--- src/rtl/irq_pending_if.sv ---
// Request/mask/acknowledge bundle between a request source/consumer and irq_pending_ctrl.
interface irq_pending_if #(
  parameter int N     = 4,
  parameter int CNT_W = 8
);
  logic [N-1:0]         req;
  logic                 mask_we;
  logic [N-1:0]         mask_in;
  logic                 ack;
  logic [N-1:0]         pend_vec;
  logic                 irq;
  logic [$clog2(N)-1:0] irq_id;
  logic [CNT_W-1:0]     lost_cnt;

  // Drives requests, mask updates and acknowledges; observes the controller.
  modport master (
    output req, mask_we, mask_in, ack,
    input  pend_vec, irq, irq_id, lost_cnt
  );

  // The controller itself.
  modport slave (
    input  req, mask_we, mask_in, ack,
    output pend_vec, irq, irq_id, lost_cnt
  );
endinterface

--- src/rtl/irq_pending_ctrl.sv ---
// Captures rising edges on raw request lines as pending bits, masks them for the
// downstream 4-to-2 priority encoder, and serves the highest pending line through
// a two-state irq/ack handshake. Edges that hit an already-pending line are counted.
module irq_pending_ctrl #(
  parameter int N     = 4,
  parameter int CNT_W = 8
) (
  input  logic         clk,
  input  logic         rst,
  irq_pending_if.slave bus
);

  localparam int ID_W = $clog2(N);

  typedef enum logic {
    IDLE  = 1'b0,
    SERVE = 1'b1
  } state_e;

  state_e            state_q, state_d;
  logic [N-1:0]      req_q;
  logic [N-1:0]      pending_q, pending_d;
  logic [N-1:0]      mask_q, mask_d;
  logic [CNT_W-1:0]  lost_cnt_q, lost_cnt_d;
  logic [ID_W-1:0]   irq_id_q, irq_id_d;

  logic [N-1:0]      rise;
  logic [N-1:0]      clr_vec;
  logic [N-1:0]      pend_vec;
  logic [ID_W-1:0]   top_id;
  logic              lost_hit;

  assign rise     = bus.req & ~req_q;
  assign pend_vec = pending_q & ~mask_q;

  // Highest set bit of the visible pending vector (bit N-1 wins, as in the encoder).
  always_comb begin
    // NOTE: every variable assigned here gets a default first so no latch is inferred.
    top_id = '0;
    for (int i = 0; i < N; i++) begin
      if (pend_vec[i]) top_id = ID_W'(i);
    end
  end

  // Pending/mask/lost-counter next state; a new edge beats a same-cycle clear.
  always_comb begin
    clr_vec = '0;
    if (state_q == SERVE && bus.ack) clr_vec[irq_id_q] = 1'b1;

    pending_d = (pending_q & ~clr_vec) | rise;
    mask_d    = bus.mask_we ? bus.mask_in : mask_q;

    // Collisions on several lines in one cycle still count once.
    lost_hit   = |(rise & pending_q & ~clr_vec);
    lost_cnt_d = lost_cnt_q;
    if (lost_hit && lost_cnt_q != {CNT_W{1'b1}}) lost_cnt_d = lost_cnt_q + 1'b1;
  end

  // Handshake next state; irq_id is captured on grant and frozen while serving.
  always_comb begin
    state_d  = state_q;
    irq_id_d = irq_id_q;
    unique case (state_q)
      IDLE: begin
        if (pend_vec != '0) begin
          state_d  = SERVE;
          irq_id_d = top_id;
        end
      end
      SERVE: begin
        if (bus.ack) state_d = IDLE;
      end
      default: state_d = IDLE;
    endcase
  end

  // State registers with synchronous reset.
  always_ff @(posedge clk) begin
    // NOTE: sequential state uses non-blocking assignments so every register sees pre-edge values.
    if (rst) begin
      state_q    <= IDLE;
      req_q      <= '0;
      pending_q  <= '0;
      mask_q     <= '0;
      lost_cnt_q <= '0;
      irq_id_q   <= '0;
    end else begin
      state_q    <= state_d;
      req_q      <= bus.req;
      pending_q  <= pending_d;
      mask_q     <= mask_d;
      lost_cnt_q <= lost_cnt_d;
      irq_id_q   <= irq_id_d;
    end
  end

  // Outputs decoded from registered state.
  always_comb begin
    bus.irq      = (state_q == SERVE);
    bus.irq_id   = irq_id_q;
    bus.pend_vec = pend_vec;
    bus.lost_cnt = lost_cnt_q;
  end

endmodule

--- src/flat_wrapper.sv ---
// flat-port wrapper written by rule: the top's interface ports become plain ports
module irq_pending_ctrl_flat 
#(
  parameter int N     = 4,
  parameter int CNT_W = 8
)
  (clk, rst, bus_req, bus_mask_we, bus_mask_in, bus_ack, bus_pend_vec, bus_irq, bus_irq_id, bus_lost_cnt);
  irq_pending_if #(.N(N), .CNT_W(CNT_W)) bus_i ();
  input  logic clk;
  input  logic rst;
  input wire logic [$bits(bus_i.req)-1:0] bus_req;
  input wire logic [$bits(bus_i.mask_we)-1:0] bus_mask_we;
  input wire logic [$bits(bus_i.mask_in)-1:0] bus_mask_in;
  input wire logic [$bits(bus_i.ack)-1:0] bus_ack;
  output wire logic [$bits(bus_i.pend_vec)-1:0] bus_pend_vec;
  output wire logic [$bits(bus_i.irq)-1:0] bus_irq;
  output wire logic [$bits(bus_i.irq_id)-1:0] bus_irq_id;
  output wire logic [$bits(bus_i.lost_cnt)-1:0] bus_lost_cnt;
  assign bus_i.req = bus_req;
  assign bus_i.mask_we = bus_mask_we;
  assign bus_i.mask_in = bus_mask_in;
  assign bus_i.ack = bus_ack;
  assign bus_pend_vec = bus_i.pend_vec;
  assign bus_irq = bus_i.irq;
  assign bus_irq_id = bus_i.irq_id;
  assign bus_lost_cnt = bus_i.lost_cnt;
  irq_pending_ctrl #(.N(N), .CNT_W(CNT_W)) u_core (.clk(clk), .rst(rst), .bus(bus_i));
endmodule
--- config.mk ---
export PLATFORM = sky130hd
export DESIGN_NAME = irq_pending_ctrl_flat
export DESIGN_NICKNAME = d
export VERILOG_FILES = /design/src/rtl/irq_pending_if.sv /design/src/rtl/irq_pending_ctrl.sv /design/src/flat_wrapper.sv
export SDC_FILE = /design/constraint.sdc
export NUM_CORES = 1
export LEC_CHECK = 0
export BUFFER_PORTS_ARGS = -buffer_cell sky130_fd_sc_hd__buf_2
export CORE_AREA = 5 5 65 67
export CTS_CLUSTER_DIAMETER = 150
export DETAILED_ROUTE_END_ITERATION = 12
export DIE_AREA = 0 0 70 72
export PLACE_DENSITY = 0.59
export SYNTH_ARGS = -nofsm -noshare
export SYNTH_HDL_FRONTEND = slang
export SYNTH_SLANG_ARGS = --single-unit
export TNS_END_PERCENT = 100
--- constraint.sdc ---
create_clock -name clk -period 2.28 [get_ports clk]
set_clock_uncertainty 0.05 [all_clocks]
set_input_delay 0.114 -clock clk [delete_from_list [all_inputs] [get_ports clk]]
set_output_delay 0.114 -clock clk [all_outputs]
set_load 0.03 [all_outputs]
==> results of run 1 <==
[how the worst max path moves through the flow]
stage | to | startpoint | cells after the start
finish | u_core.bus.lost_cnt[4] | bus_ack | 7
global route | u_core.bus.lost_cnt[4] | u_core.bus.irq | 5
CTS | u_core.bus.lost_cnt[4] | bus_ack | 7
detailed placement | u_core.bus.lost_cnt[1] | u_core.bus.irq | 5
global placement | u_core.bus.lost_cnt[1] | u_core.bus.irq | 5
floorplan | u_core.bus.lost_cnt[4] | u_core.bus.irq_id[1] | 5
[power by group through the flow]
| stage | combinational, W | sequential (W) | clock, W |
|---|---|---|---|
| 2_1_floorplan | 0.0000947 | 0.000477 | 0 |
| 3_3_place_gp | 0.000153 | 0.000460 | 0 |
| 3_5_place_dp | 0.000157 | 0.000461 | 0 |
| 4_1_cts | 0.000166 | 0.000452 | 0.000196 |
| 5_1_grt | 0.000180 | 0.000459 | 0.000210 |
| 6_report | 0.000164 | 0.000452 | 0.000185 |
[routing by layer]
layer,track usage,vias up
met4,0.0383,0
met3,0.0180,4
met5,0,-
li1,-,465
met2,0.163,11
met1,0.100,412
[cell usage in the layout, fill, tap and decap left out, types with 4 or more instances in the layout]
cell            n
dlygate4sd3_1   6
mux2i_1         5
nor2_1         15
o21ai_0         6
or3_1           4
buf_2          26
a21oi_1        10
nor2b_1         8
nand3_1         4
inv_1           4
dfxtp_1        23
[sequential cells by signal, summed over array words and instances (netlist names)]
name / cells
u_core.bus.irq: 1
u_core.bus.irq_id: 2
u_core.bus.lost_cnt: 8
u_core.mask_q: 4
u_core.pending_q: 4
u_core.req_q: 4
[kinds of logic after synthesis]
group | Yosys count | share of synthesized area
muxes | 5 | 0.0484
adders and majority gates | 1 | 0.0121
xor gates and xnor gates | 2 | 0.0169
and+or+nand+nor | 49 | 0.272
DFF | 23 | 0.445
buffers and inverters | 8 | 0.0302
AOI/OAI and AO/OA | 25 | 0.175
[worst max-delay path, stage by stage]
cell and delay (ns):
dlygate4sd3_1 0.53, buf_2 0.15, and4b_4 0.21, a2111oi_4 0.40, o31ai_2 0.21, or3_1 0.39, a21oi_1 0.15
[cell usage after synthesis, drive strengths merged (3+ instances only)]
cell | number | area, sq um
a21oi | 10 | 50.1
and4b | 3 | 35.0
clkbuf | 3 | 11.3
dfxtp | 23 | 460
inv | 4 | 15.0
mux2i | 5 | 50.1
nand3 | 4 | 20.0
nor2 | 15 | 56.3
nor2b | 8 | 50.1
nor3 | 3 | 15.0
o21ai | 6 | 30.0
or3 | 5 | 32.5
[repair_timing]
item,in CTS,in global routing
hold buffers,6,0
buffers inserted,0,0
endpoints found under the hold margin,6,0
[layout make-up]
type,instances,share of cell area
flip-flops and latches,23,0.355
clock inverters,1,0.00386
clock buffers,3,0.0174
repair buffers,32,0.147
well taps,48,0.0463
inverters,4,0.0116
multi-input cells,82,0.419
[per-stage QoR]
stage	cells	setup slack [ns]	utilization
floorplan	113	0.342	-
global placement	183	0.422	0.338
detailed placement	183	0.377	0.338
CTS	193	0.337	0.362
global route	193	0.152	0.362
finish	193	0.316	0.362
==> results.md, run 1 <==
* RR Startpoint: u_core.bus.irq
* Overall Power at 0.000800 W
* Slew Limit Headroom at 0.561
* Die W at 70 um
* Seq cells post-synth at 23
* Maximum VDD drop at 0.355 mV
* Setup TNS at 0 ns
* IO Count at 27
* Fraction of layout cells with a size suffix above 1 at 0.255
* WL final at 2190 um
* Clock transition at path regs at 0.13 ns
* H-tree depth at 1
* HP Class: primary input to flip-flop
* Critical hold path startpoint: bus_req[1]
* Worst-Margin Slew at 0.654 ns
* Internal at 0.000558 W
* RR Endpoint: u_core.bus.lost_cnt[4]
* Nature of the critical path startpoint: primary input
* Mapped cell area at 1030 sq um
* Area delta synth->final at 25.3%
* Gate power share at 0.205
* Synth async-reset ratio at 0
* WP data required at 2.47 ns
* Via count at 892
* RSZ-0062 raised after global routing: no
* Die height at 72 um
* Nets@finish at 159
* Primary FF master, synth: dfxtp_1
* Standard-cell rows at 22
* CTS Buf Count at 3
* Number of global-route vias before repair at 848
* Cell Pwr Density at 618 nW/um^2
* Reg2reg setup slack at 0.32 ns
* Status: completed
* Leakage power at 0.559 nW
* Final min period at 1.96 ns
* NetSw at 0.000242 W
* Net Count, Synth at 126
* Warnings, synthesis at 0
* Placed Area at 1210 sq um
* Clock Latency Late Sink at 0.31 ns
* EDFF count, synth at 0
* Worst hold slack at 0.0197 ns
* Hold Path Sink: u_core.req_q[1]
* Die area at 5040 sq um
* Mapped Cells at 113
* Uppermost routed layer: met4
* Sequential share of power at 0.565
* Endpoints failing setup at 0
* Detailed Routing Iterations Pass 1 at 4
* Met2 Wirelength at 1120 um
* WS Path Type: primary input to flip-flop
* Sequential share of the synthesized area at 0.445
* Data arrival, critical path at 2.15 ns
* DR vias/cell at 4.62
* Net Sw Frac at 0.302
* Routability-driven placement congestion ratio at 0.788
* Area of the multi-input gates at 543 sq um
* CTS resizes at 0
* Fmax at 509 MHz
* Clock network power share at 0.231
* Core area at 3580 sq um
* R2R depth at 5
* Clock Tree Buf Depth at 2
* Worst Hold Path Cells at 3
* Area taken by flip-flops and latches at 460 sq um
* Initial antenna violation count at 0
* Final instance area at 1300 sq um
* Fin crit share at 0.861
* WL per Instance at 11.3 um
* Initial Utilization at 0.289
* WL met3 at 60 um
* CTS tree: yes
* Iter 0 DRT Violations at 10
* Synth unique cells at 33
* FILL cells at 379
* Total GRT Usage at 0.0888
* Final ANT Viol Nets at 0
* Global route overflow at 0
* Crit-path max FO at 10
* Root buffer cell: clkbuf_4
* # Max-Cap Violations at 0
* Pins Over Slew Limit at 0
* CTS sink cnt at 23
* Diodes inserted at 0
* Syn avg cell area at 9.16 sq um
* Met1 Routed Length at 972 um
* Global-route wire length before repair at 3690 um
* Worst Setup End Kind: flip-flop
* Port Buffers at 26
* Final Hold Viols at 0
* # DRC at 0
* Largest net degree at the start of global routing at 24
(Power assumes the default switching activity.)
==> run 2: changes to the inputs <==
--- a/config.mk
+++ b/config.mk
@@ -6,11 +6,11 @@
 export NUM_CORES = 1
 export LEC_CHECK = 0
 export BUFFER_PORTS_ARGS = -buffer_cell sky130_fd_sc_hd__buf_2
-export CORE_AREA = 5 5 65 67
-export CTS_CLUSTER_DIAMETER = 150
+export CORE_AREA = 2 2 62 64
 export DETAILED_ROUTE_END_ITERATION = 12
-export DIE_AREA = 0 0 70 72
+export DIE_AREA = 0 0 64 66
 export PLACE_DENSITY = 0.59
+export SETUP_SLACK_MARGIN = 0.5
 export SYNTH_ARGS = -nofsm -noshare
 export SYNTH_HDL_FRONTEND = slang
 export SYNTH_SLANG_ARGS = --single-unit
==> results.md, run 2 (synthesis gave the netlist of run 1 again) <==
* Pins Over Slew Limit at 0
* CTS tree: yes
* Routability-driven placement congestion ratio at 0.760
* Global-route wire length before repair at 3980 um
* Initial Utilization at 0.291
* Total GRT Usage at 0.123
* Max stage delay cell, worst path: dfxtp_4
* Diodes inserted at 0
* NetSw at 0.000263 W
* Fraction of layout cells with a size suffix above 1 at 0.331
* Cell Pwr Density at 595 nW/um^2
* Fin crit share at 0.794
* WS Path Type: flip-flop to flip-flop
* Most frequent cells in the layout: buf_2 (26), dfxtp_1 (19), nor2_1 (15), a21oi_1 (9), nor2b_1 (8)
* Largest net degree at the start of global routing at 24
* Die area at 4220 sq um
* Util after Layout at 0.397
* Final WS setup at 0.469 ns
* Crit path buffers/inverters at 1
* RSZ-0062 raised after global routing: yes
* Global route overflow at 0
* Worst hold slack at 0.0171 ns
* Crit-path max FO at 8
* Internal at 0.000577 W
* Die W at 64 um
* Maximum VDD drop at 0.148 mV
* Clock Latency Late Sink at 0.32 ns
* WP data required at 2.49 ns
* Status: completed
* Number of global-route vias before repair at 918
* Critical hold path startpoint: bus_req[1]
* Port Buffers at 26
* Net Sw Frac at 0.313
* Worst Setup End Kind: flip-flop
* RR Startpoint: u_core.bus.irq
* Nets@finish at 165
* # Max-Cap Violations at 0
* DR vias/cell at 4.85
* Endpoints failing setup at 0
* Nature of the critical path startpoint: flip-flop
* Sequential share of power at 0.539
* Gate power share at 0.230
* IO Count at 27
* Delay-heaviest family, CP: simple AND/OR/NAND/NOR gates
* Data arrival, critical path at 2.02 ns
* Slew Limit Headroom at 0.707
* Most common cell after layout, fill and taps aside: buf_2
* Final Hold Viols at 0
* Area delta synth->final at 36.4%
* Crit-path max cell delay at 0.39 ns
* Iter 0 DRT Violations at 16
* Detailed Routing Iterations Pass 1 at 4
* Via count at 965
* Root buffer cell: clkbuf_4
* Final ANT Viol Nets at 0
* Overall Power at 0.000840 W
* # DRC at 0
* CTS sink cnt at 23
* Initial antenna violation count at 0
* WL per Instance at 12.0 um
* H-tree depth at 1
* WL final at 2390 um
* Setup TNS at 0 ns
* FILL cells at 358
* Leakage power at 0.599 nW
* CTS Buf Count at 3
* Clock network power share at 0.231
* Final min period at 1.81 ns
* Area taken by flip-flops and latches at 470 sq um
* DP HPWL at 1640 um
* Die height at 66 um
* Fmax at 552 MHz
* Pre-CTS setup slack at 0.445 ns
* CP startpoint: u_core.bus.irq
* Worst-Margin Slew at 0.440 ns
* Area of the multi-input gates at 608 sq um
* Standard-cell rows at 22
* Crit path cell chain: and4b_4 > a2111oi_4 > buf_4 > o31ai_4 > or3_4 > a21oi_2
* Core area at 3550 sq um
* Clock Tree Buf Depth at 2
* Max reg flops at 8
* HP Class: primary input to flip-flop
* Clock transition at path regs at 0.13 ns
==> run 2: cell count changes in the layout (fill, tap and decap cells not counted), sizes merged <==
| cell | delta |
|---|---|
| buf | +4 |
| dlygate4sd3 | +1 |
| o31ai | +1 |
==> run 2: through the flow <==
step	cells	area (sq um)
after floorplan	113	1070
after global placement	183	1240
after detailed placement	183	1240
after CTS	195	1350
after global routing	199	1410
final	199	1410
==> run 2: what timing repair did <==
action,4_1_cts,5_1_grt
resized for setup,1,6
gates cloned,1,0
pin swaps,6,4
hold buffers,7,0
buffers inserted,0,4
endpoints found under the hold margin,7,0
endpoints found under the setup margin,4,8
==> run 2: per-layer routing <==
layer  track usage  vias to the layer above  part of all wire
li1              -                      482                 -
met1         0.134                      452              0.44
met2         0.220                       26              0.50
met3        0.0221                        5             0.034
met4        0.0734                        0             0.025
met5             0                        -                 0
==> run 2: power by group through the flow <==
stage          combinational, W  sequential, W  clock [W]
6_report               0.000193       0.000453   0.000194
5_1_grt                0.000211       0.000458   0.000213
4_1_cts                0.000178       0.000454   0.000202
3_5_place_dp           0.000164       0.000463          0
3_3_place_gp           0.000161       0.000460          0
2_1_floorplan          0.000101       0.000479          0
==> run 2: layout make-up <==
class / count / area share
Sequential cell: 23 / 0.333
Inverter: 4 / 0.0106
Multi-Input combinational cell: 83 / 0.431
Tap cell: 48 / 0.0426
Clock buffer: 3 / 0.0160
Clock inverter: 1 / 0.00355
Timing Repair Buffer: 37 / 0.163
==> run 2: path summary, 6_finish.rpt <==
check	end	slack, ns	cells past startpoint
worst max-delay path	u_core.bus.lost_cnt[3]	0.47	6
worst min-delay path	u_core.req_q[1]	0.02	3
worst max register to register	u_core.bus.lost_cnt[3]	0.47	6
worst min register to register	u_core.pending_q[2]	0.43	2
==> run 2: worst min-delay path, stage by stage <==
cell and delay [ns]:
buf_2 0.07, inv_1 0.07, nor2_1 0.10
==> run 3: changes to the inputs <==
--- a/config.mk
+++ b/config.mk
@@ -5,11 +5,12 @@
 export SDC_FILE = /design/constraint.sdc
 export NUM_CORES = 1
 export LEC_CHECK = 0
+export ABC_AREA = 1
 export BUFFER_PORTS_ARGS = -buffer_cell sky130_fd_sc_hd__buf_2
-export CORE_AREA = 2 2 62 64
+export CORE_AREA = 2 2 66 68
 export DETAILED_ROUTE_END_ITERATION = 12
-export DIE_AREA = 0 0 64 66
-export PLACE_DENSITY = 0.59
+export DIE_AREA = 0 0 68 70
+export PLACE_DENSITY = 0.58
 export SETUP_SLACK_MARGIN = 0.5
 export SYNTH_ARGS = -nofsm -noshare
 export SYNTH_HDL_FRONTEND = slang
==> constraint.sdc (replaced) <==
create_clock -name clk -period 1.79 [get_ports clk]
set_clock_uncertainty 0.05 [all_clocks]
set_input_delay 0.0895 -clock clk [delete_from_list [all_inputs] [get_ports clk]]
set_output_delay 0.0895 -clock clk [all_outputs]
set_load 0.03 [all_outputs]
==> results.md, run 3 <==
* Status: completed
* Most frequent cells in the layout: nor2_1 (33), nand2_1 (25), buf_2 (25), inv_1 (22), nor2_2 (13)
* # DRC at 0
* WS Path Type: flip-flop to flip-flop
* Seq cells post-synth at 23
* Initial Utilization at 0.282
* Via count at 1189
* DP HPWL at 1920 um
* Sequential share of the synthesized area at 0.394
* Endpoints failing setup at 0
* Critical hold path startpoint: bus_req[3]
* IO Count at 27
* Global route overflow at 0
* DR vias/cell at 4.36
* Clock Latency Late Sink at 0.27 ns
* Number of global-route vias before repair at 1075
* Initial antenna violation count at 0
* Setup TNS at 0 ns
* WL final at 2900 um
* Net Count, Synth at 189
* Port Buffers at 26
* Die W at 68 um
* Met1 Routed Length at 1320 um
* Standard-cell rows at 24
* Root buffer cell: clkbuf_8
* Met2 Wirelength at 1390 um
* Diodes inserted at 0
* Most common cell after layout, fill and taps aside: nor2_1
* Die height at 70 um
* Worst Setup End Kind: flip-flop
* Nets@finish at 235
* Layout Cells excl Fill at 273
* Area delta synth->final at 47.3%
* Primary FF master, synth: dfxtp_1
* Total GRT Usage at 0.132
* Syn avg cell area at 6.65 sq um
* Fin crit share at 0.739
* WL met3 at 159 um
* Worst-Margin Slew at 0.417 ns
* Slew Limit Headroom at 0.722
* Final min period at 1.32 ns
* Mapped cell area at 1170 sq um
* Crit-path max cell delay at 0.39 ns
* Warnings, synthesis at 0
* RR Startpoint: u_core.bus.lost_cnt[0]
* Leakage power at 0.815 nW
* Detailed Routing Iterations Pass 1 at 3
* Max stage delay cell, worst path: dfxtp_4
* Max reg flops at 8
* Routability-driven placement congestion ratio at 0.791
* WP data required at 1.91 ns
* Clock Tree Buf Depth at 2
* WL per Instance at 10.6 um
* Synth unique cells at 21
* Pins Over Slew Limit at 0
* HP Class: primary input to flip-flop
* Core area at 4140 sq um
* Largest net degree at the start of global routing at 15
* Final Hold Viols at 0
* Final ANT Viol Nets at 0
* Synth area leaders: dfxtp_1 (39%), nor2_1 (15%), nand2_1 (9.9%), inv_1 (8.0%), a21oi_1 (4.7%)
* Cells after DPL at 251
* CP startpoint: u_core.bus.lost_cnt[0]
* CTS Buf Count at 3
* Die area at 4760 sq um
* Most frequent cell on the critical path: nand2_2
* Reg2reg setup slack at 0.47 ns
* Area leader, netlist: dfxtp_1
* Clock transition at path regs at 0.09 ns
* Global-route wire length before repair at 4800 um
* Crit path cell chain: ha_4 > nand2_2 > inv_2 > nand2_2 > nor2_4 > nor2_2 > a21oi_2 > nor2_1
* Mapped Cells at 176
* Commonest cells post-synth: nor2_1 (47), nand2_1 (31), inv_1 (25), dfxtp_1 (23), a21oi_1 (11)
* Nature of the critical path startpoint: flip-flop
* Synth async-reset ratio at 0
* Uppermost routed layer: met4
* Count leader, synth: nor2_1
* Fraction of layout cells with a size suffix above 1 at 0.466
* H-tree depth at 1
* Maximum VDD drop at 0.491 mV
* Area share of the largest cell type after synthesis at 0.394
* Fmax at 756 MHz
* Crit-path max FO at 5
* EDFF count, synth at 0
* CTS tree: yes
* # Max-Cap Violations at 0
* Cell Pwr Density at 725 nW/um^2
* RSZ-0062 raised after global routing: yes
* Data arrival, critical path at 1.45 ns
* CTS sink cnt at 23
* Iter 0 DRT Violations at 37
-- run 3: changes by cell type after synthesis, sizes merged, moves of 7 or more --
cell	delta
nor2	+35
nand2	+37
nor2b	-8
nand3	+7
inv	+23
-- run 3: worst paths after layout --
kind | to | cells past startpoint
worst min-delay path | u_core.pending_q[3] | 3
worst max register to register | u_core.bus.lost_cnt[2] | 8
worst max-delay path | u_core.bus.lost_cnt[2] | 8
worst min register to register | u_core.pending_q[0] | 2
-- run 3: what timing repair did --
action	4_1_cts	5_1_grt
hold buffers	8	0
setup endpoints to repair	11	11
buffers inserted	3	6
gates cloned	1	0
pin swaps	11	10
gates resized for setup	12	19
endpoints found under the hold margin	8	0
-- run 3: layout make-up --
type | instances | area (sq um)
multi-input combinational | 124 | 723
timing repair buffer | 43 | 288
inverter | 27 | 106
tap | 52 | 65.1
clock buffer | 3 | 41.3
clock inverter | 1 | 6.26
fill | 436 | 2420
sequential | 23 | 493
-- run 3: through the flow --
stage	cell area, sq um	setup WS, ns	power [W]	hold WS [ns]	utilization
after floorplan	1260	0.490	0.000779	0.146	-
after global placement	1420	0.396	0.000838	0.255	0.344
after detailed placement	1420	0.394	0.000838	0.266	0.344
after CTS	1620	0.422	0.00123	0.0206	0.392
after global routing	1720	0.383	0.00134	0.0538	0.416
final	1720	0.467	0.00125	0.0281	0.416
-- run 3: routing by layer --
| layer | vias up | GRT usage |
|---|---|---|
| met5 | - | 0 |
| met1 | 526 | 0.173 |
| met3 | 4 | 0.0451 |
| met4 | 0 | 0.0400 |
| li1 | 635 | - |
| met2 | 24 | 0.201 |
-- run 3: report_power, final --
group / internal (W) / total (W) / switching (W)
Combinational: 0.000126 / 0.000321 / 0.000196
Clock: 0.000159 / 0.000344 / 0.000185
Sequential: 0.000547 / 0.000584 / 0.0000366
Total: 0.000832 / 0.00125 / 0.000417
-- run 3: critical path: cells and delay by family, from the launching register on --
| kind | cells | cell delay [ns] |
|---|---|---|
| AO/OA/AOI/OAI | 1 | 0.13 |
| flip-flops | 1 | 0.39 |
| AND/OR/NAND/NOR | 5 | 0.46 |
| buffers and inverters | 1 | 0.07 |
| adder cells (fa/ha/maj) | 1 | 0.13 |
-- run 3: logic make-up (layout without fill, tap and decap cells) --
logic type	Yosys count	in the layout	synth area share
adders and majority gates	1	1	0.0107
DFF	23	23	0.394
buffers and inverters	30	74	0.111
AOI/OAI and AO/OA	19	19	0.0845
and+or+nand+nor	103	104	0.400
